[config.mk]
export PLATFORM = sky130hd
export DESIGN_NAME = mem_arbiter
export DESIGN_NICKNAME = d
export VERILOG_FILES = /design/src/rtl/mem_arbiter.sv
export SDC_FILE = /design/constraint.sdc
export NUM_CORES = 1
export LEC_CHECK = 0
export ABC_AREA = 1
export ABC_CLOCK_PERIOD_IN_PS = 4400
export CAP_MARGIN = 20
export CORE_AREA = 2 2 104 106
export CTS_CLUSTER_DIAMETER = 30
export DETAILED_ROUTE_END_ITERATION = 6
export DIE_AREA = 0 0 106 108
export DONT_BUFFER_PORTS = 1
export GPL_TIMING_DRIVEN = 0
export PLACE_DENSITY = 0.36
export SYNTH_ARGS = -nofsm -noshare
export SYNTH_HDL_FRONTEND = slang
export SYNTH_SLANG_ARGS = --single-unit
export TNS_END_PERCENT = 100
[constraint.sdc]
create_clock -name CLK -period 4.4 [get_ports CLK]
set_input_delay 0.88 -clock CLK [delete_from_list [all_inputs] [get_ports CLK]]
set_output_delay 0.88 -clock CLK [all_outputs]
set_load 0.01 [all_outputs]
[src/rtl/mem_arbiter.sv]
// Single-port RAM arbiter between the icache (reads) and the dcache (reads/writes).
// Latency: one IDLE arbitration cycle, then the grant cycle; each BUSY cycle adds one.
// Backpressure: the non-granted side sees wait=1; the grant is held through FREE/BUSY/ERROR.
module mem_arbiter #(
    parameter int unsigned STARVE_LIMIT = 4,
    parameter logic [31:0] BAD          = 32'hBAD1BAD1
) (
    input  logic        CLK,
    input  logic        RST,
    // icache side
    input  logic        iREN,
    input  logic [31:0] iaddr,
    output logic        iwait,
    output logic [31:0] iload,
    // dcache side
    input  logic        dREN,
    input  logic        dWEN,
    input  logic [31:0] daddr,
    input  logic [31:0] dstore,
    output logic        dwait,
    output logic [31:0] dload,
    // RAM side
    output logic        ramREN,
    output logic        ramWEN,
    output logic [31:0] ramaddr,
    output logic [31:0] ramstore,
    input  logic [31:0] ramload,
    input  logic [1:0]  ramstate,
    // status
    output logic        mem_err
);

    localparam logic [1:0] RAM_ACCESS = 2'd2;
    localparam logic [1:0] RAM_ERROR  = 2'd3;

    // Counter wide enough to hold STARVE_LIMIT itself (it saturates there).
    localparam int unsigned CW = (STARVE_LIMIT < 1) ? 1 : $clog2(STARVE_LIMIT + 1);
    localparam logic [CW-1:0] STARVE_MAX = CW'(STARVE_LIMIT);

    typedef enum logic [1:0] {
        IDLE   = 2'd0,
        IGRANT = 2'd1,
        DGRANT = 2'd2
    } state_t;

    state_t        state_q;
    logic [CW-1:0] starve_q;
    logic          mem_err_q;

    logic d_req;
    logic starving;
    logic pick_d;
    logic ram_access;
    logic ram_error;

    // Arbitration terms: data wins unless the icache has waited out the bound.
    always_comb begin
        d_req      = dREN | dWEN;
        starving   = iREN && (starve_q == STARVE_MAX);
        pick_d     = d_req && !starving;
        ram_access = (ramstate == RAM_ACCESS);
        ram_error  = (ramstate == RAM_ERROR);
    end

    // State, starvation counter and sticky error; a withdrawn request ends the grant silently.
    always_ff @(posedge CLK) begin
        if (RST) begin
            state_q   <= IDLE;
            starve_q  <= '0;
            mem_err_q <= 1'b0;
        end else begin
            case (state_q)
                IDLE: begin
                    if (pick_d) begin
                        state_q <= DGRANT;
                        if (!iREN) begin
                            starve_q <= '0;
                        end else if (starve_q != STARVE_MAX) begin
                            starve_q <= starve_q + CW'(1);
                        end
                    end else if (iREN) begin
                        state_q  <= IGRANT;
                        starve_q <= '0;
                    end else begin
                        starve_q <= '0;
                    end
                end
                IGRANT: begin
                    if (!iREN || ram_access) begin
                        state_q <= IDLE;
                    end else if (ram_error) begin
                        mem_err_q <= 1'b1;
                    end
                end
                DGRANT: begin
                    if (!d_req || ram_access) begin
                        state_q <= IDLE;
                    end else if (ram_error) begin
                        mem_err_q <= 1'b1;
                    end
                end
                default: state_q <= IDLE;
            endcase
        end
    end

    // RAM drive and completion handshakes; enables never depend on ramload or ramstate.
    always_comb begin
        iwait    = 1'b1;
        iload    = BAD;
        dwait    = 1'b1;
        dload    = BAD;
        ramREN   = 1'b0;
        ramWEN   = 1'b0;
        ramaddr  = '0;
        ramstore = '0;
        case (state_q)
            IGRANT: begin
                if (iREN) begin
                    ramREN  = 1'b1;
                    ramaddr = iaddr;
                    if (ram_access) begin
                        iwait = 1'b0;
                        iload = ramload;
                    end
                end
            end
            DGRANT: begin
                if (d_req) begin
                    ramaddr = daddr;
                    if (dWEN) begin
                        ramWEN   = 1'b1;
                        ramstore = dstore;
                    end else begin
                        ramREN = 1'b1;
                    end
                    if (ram_access) begin
                        dwait = 1'b0;
                        dload = ramload;
                    end
                end
            end
            default: ;
        endcase
    end

    assign mem_err = mem_err_q;

endmodule

==> impl_metrics.json <==
{
  "outcome": "completed",
  "worst_pin_slew_ns": 0.459,
  "synth_area_leaders": "nand2_1 20%, nor2_1 15%, inv_1 15%",
  "cts_tree": "done",
  "worst_setup_path_start_kind": "register",
  "overflow": 0,
  "p_per_area_nw_per_um2": 264,
  "hold_viol": 0,
  "die-area_um2": 11400,
  "place.gp.congestion": 0.741,
  "ys_seq_area_share_pct": 7.10,
  "num_vias": 2211,
  "grtUsageTotal_pct": 10.8,
  "seq_area_um2": 120,
  "drt_iter0_markers": 71,
  "cp-end-kind": "output pin",
  "clkPwrFrac_pct": 16.6,
  "ys_seq_elements": 6,
  "report.final.slew_viol_count": 0,
  "diodes": 0,
  "numCtsBuffers": 3,
  "yosys_warnings": 0,
  "core-area_um2": 10200,
  "die_h_um": 108,
  "synth.cell_area_um2": 1690,
  "rows": 37,
  "ant_nets": 0,
  "via_per_inst": 4.48,
  "clk_latency_ns": 0.22,
  "io_pins": 268,
  "ir_drop_mv": 0.103,
  "synthesis.nets": 497,
  "n_fill_cell": 1214,
  "fp.dieW_um": 106,
  "rsz0062_at_grt": "false",
  "power.leakage_nw": 0.837,
  "drive_gt1_share_pct": 7.84,
  "drc": 0,
  "crit_type": "register to output pin",
  "clockBufferDepth": 2,
  "syn_to_final_growth_pct": 12.5,
  "internal_power_mw": 0.215,
  "p_sw_share_pct": 57.2,
  "cts_resized": 0,
  "clkTransAtPathRegs_ns": 0.04,
  "synth_top_area_share_pct": 20.4,
  "hpwl_mm": 6.58,
  "setup_violations": 0,
  "nets": 502,
  "r2r_start": "state_q[1]",
  "antenna_found_initial": 0,
  "synth.most_common_cell": "nand2_1",
  "synth_top_cell_by_area": "nand2_1",
  "grt_pass1_wl_mm": 9.75,
  "synth_commonest_cells": "92 x nand2_1, 68 x nor2_1, 66 x inv_1, 40 x nand3_1, 39 x a21oi_1",
  "grt_max_degree": 11,
  "pre_cts_ws_ns": 1.79,
  "multi_input_area_um2": 1180,
  "io_buffers": 0,
  "root_buffer": "clkbuf_8",
  "fin_crit_ns": 2.66,
  "synth_top_flop_cell": "dfxtp_1",
  "hp-start": "starve_q[0]",
  "fin_ws_ns": 1.74,
  "fin_crit_sh_pct": 60.4,
  "arrival_ns": 1.78,
  "cts_setup_buffers": 0,
  "required_ns": 3.52,
  "cts_max_level": 1,
  "postSynthCellCount": 354,
  "final_core_util_pct": 18.6,
  "synth_area_per_cell_um2": 4.78,
  "min_path_type": "register to register",
  "wirelength_mm": 7.23,
  "first_pass_iters": 4,
  "async_reset_ff_share_pct": 0,
  "start_util_pct": 16.5,
  "fin_skew_ns": 0.00159,
  "critPathMaxFanout": 10,
  "combPwrFrac_pct": 69.2,
  "max_freq_mhz": 376,
  "grt_pass1_vias": 1834,
  "cts_hold_buf": 0,
  "p_switching_mw": 0.288,
  "wl_per_cell_um": 14.7,
  "finalSetupTns_ns": 0,
  "crit_start": "state_q[0]",
  "relSlewSlack_pct": 69.4,
  "maxCapViolations": 0,
  "power_frac_seq_pct": 14.2,
  "synth.distinct_cells": 19,
  "synth_edf_count": 0,
  "clock-sinks": 6
}
## power groups by stage
stage / combinational, mW / sequential, mW / clock (mW)
after floorplan: 0.279 / 0.0709 / 0
after global placement: 0.354 / 0.0723 / 0
after detailed placement: 0.356 / 0.0725 / 0
after CTS: 0.357 / 0.0716 / 0.0860
after global routing: 0.393 / 0.0730 / 0.0894
final: 0.348 / 0.0713 / 0.0834
## cell type report
class	instances	area share, %
plain buffers	22	7.10
clock buffers	3	2.17
multi-input cells	257	61.8
flip-flops and latches	6	6.31
well taps	136	8.94
inverters	69	13.7
## layer usage
metal / global-route usage [%] / routed length [um] / vias to the layer above
met5: 0 / 0 / -
met4: 2.16 / 139 / 0
met3: 1.45 / 416 / 8
met2: 21.0 / 3930 / 143
met1: 12.6 / 2740 / 994
li1: - / - / 1066
## worst paths after layout
| check | cells after the start | end | slack, ns |
|---|---|---|---|
| hold reg to reg | 2 | starve_q[0] | 0.51 |
| setup reg to reg | 7 | mem_err | 3.14 |
| hold / removal | 2 | starve_q[0] | 0.51 |
| setup / recovery | 5 | ramREN | 1.74 |
## stage by stage
| stage | hold WS [ns] | total power [mW] | cell area, um2 | std cells |
|---|---|---|---|---|
| 3_5_place_dp | 0.504 | 0.429 | 1860 | 490 |
| 4_1_cts | 0.509 | 0.515 | 1900 | 493 |
| 6_report | 0.507 | 0.503 | 1900 | 493 |
| 5_1_grt | 0.532 | 0.556 | 1900 | 493 |
| 3_3_place_gp | 0.496 | 0.426 | 1860 | 490 |
| 2_1_floorplan | 0.472 | 0.350 | 1690 | 354 |
## cells in the final DEF (no fill, tap or decap), drive strengths merged, types with 3 or more instances in the layout
cell type,n
o21ai,3
nand2,95
clkbuf,9
a21oi,40
nand3,40
inv,68
buf,16
ha,8
nor2,70
dfxtp,6
## registers in the layout, summed over array words and instances (netlist names)
signal,count
state_q,2
starve_q,3
mem_err,1
## kinds of logic (layout without fill, tap and decap cells)
logic type / Yosys count / in the layout / share of synthesized area (%)
DFF: 6 / 6 / 7.10
buffers and inverters: 91 / 94 / 23.4
adders and majority gates: 8 / 8 / 5.92
and+or+nand+nor: 206 / 206 / 50.7
AOI/OAI and AO/OA: 43 / 43 / 12.9
## critical path, cell delays in order, from the launching register on
cell	delay [ns]
dfxtp_1	0.35
inv_1	0.12
ha_1	0.30
inv_1	0.19
clkbuf_1	0.41
a21oi_1	0.19
Power figures use the tool's default switching activity.
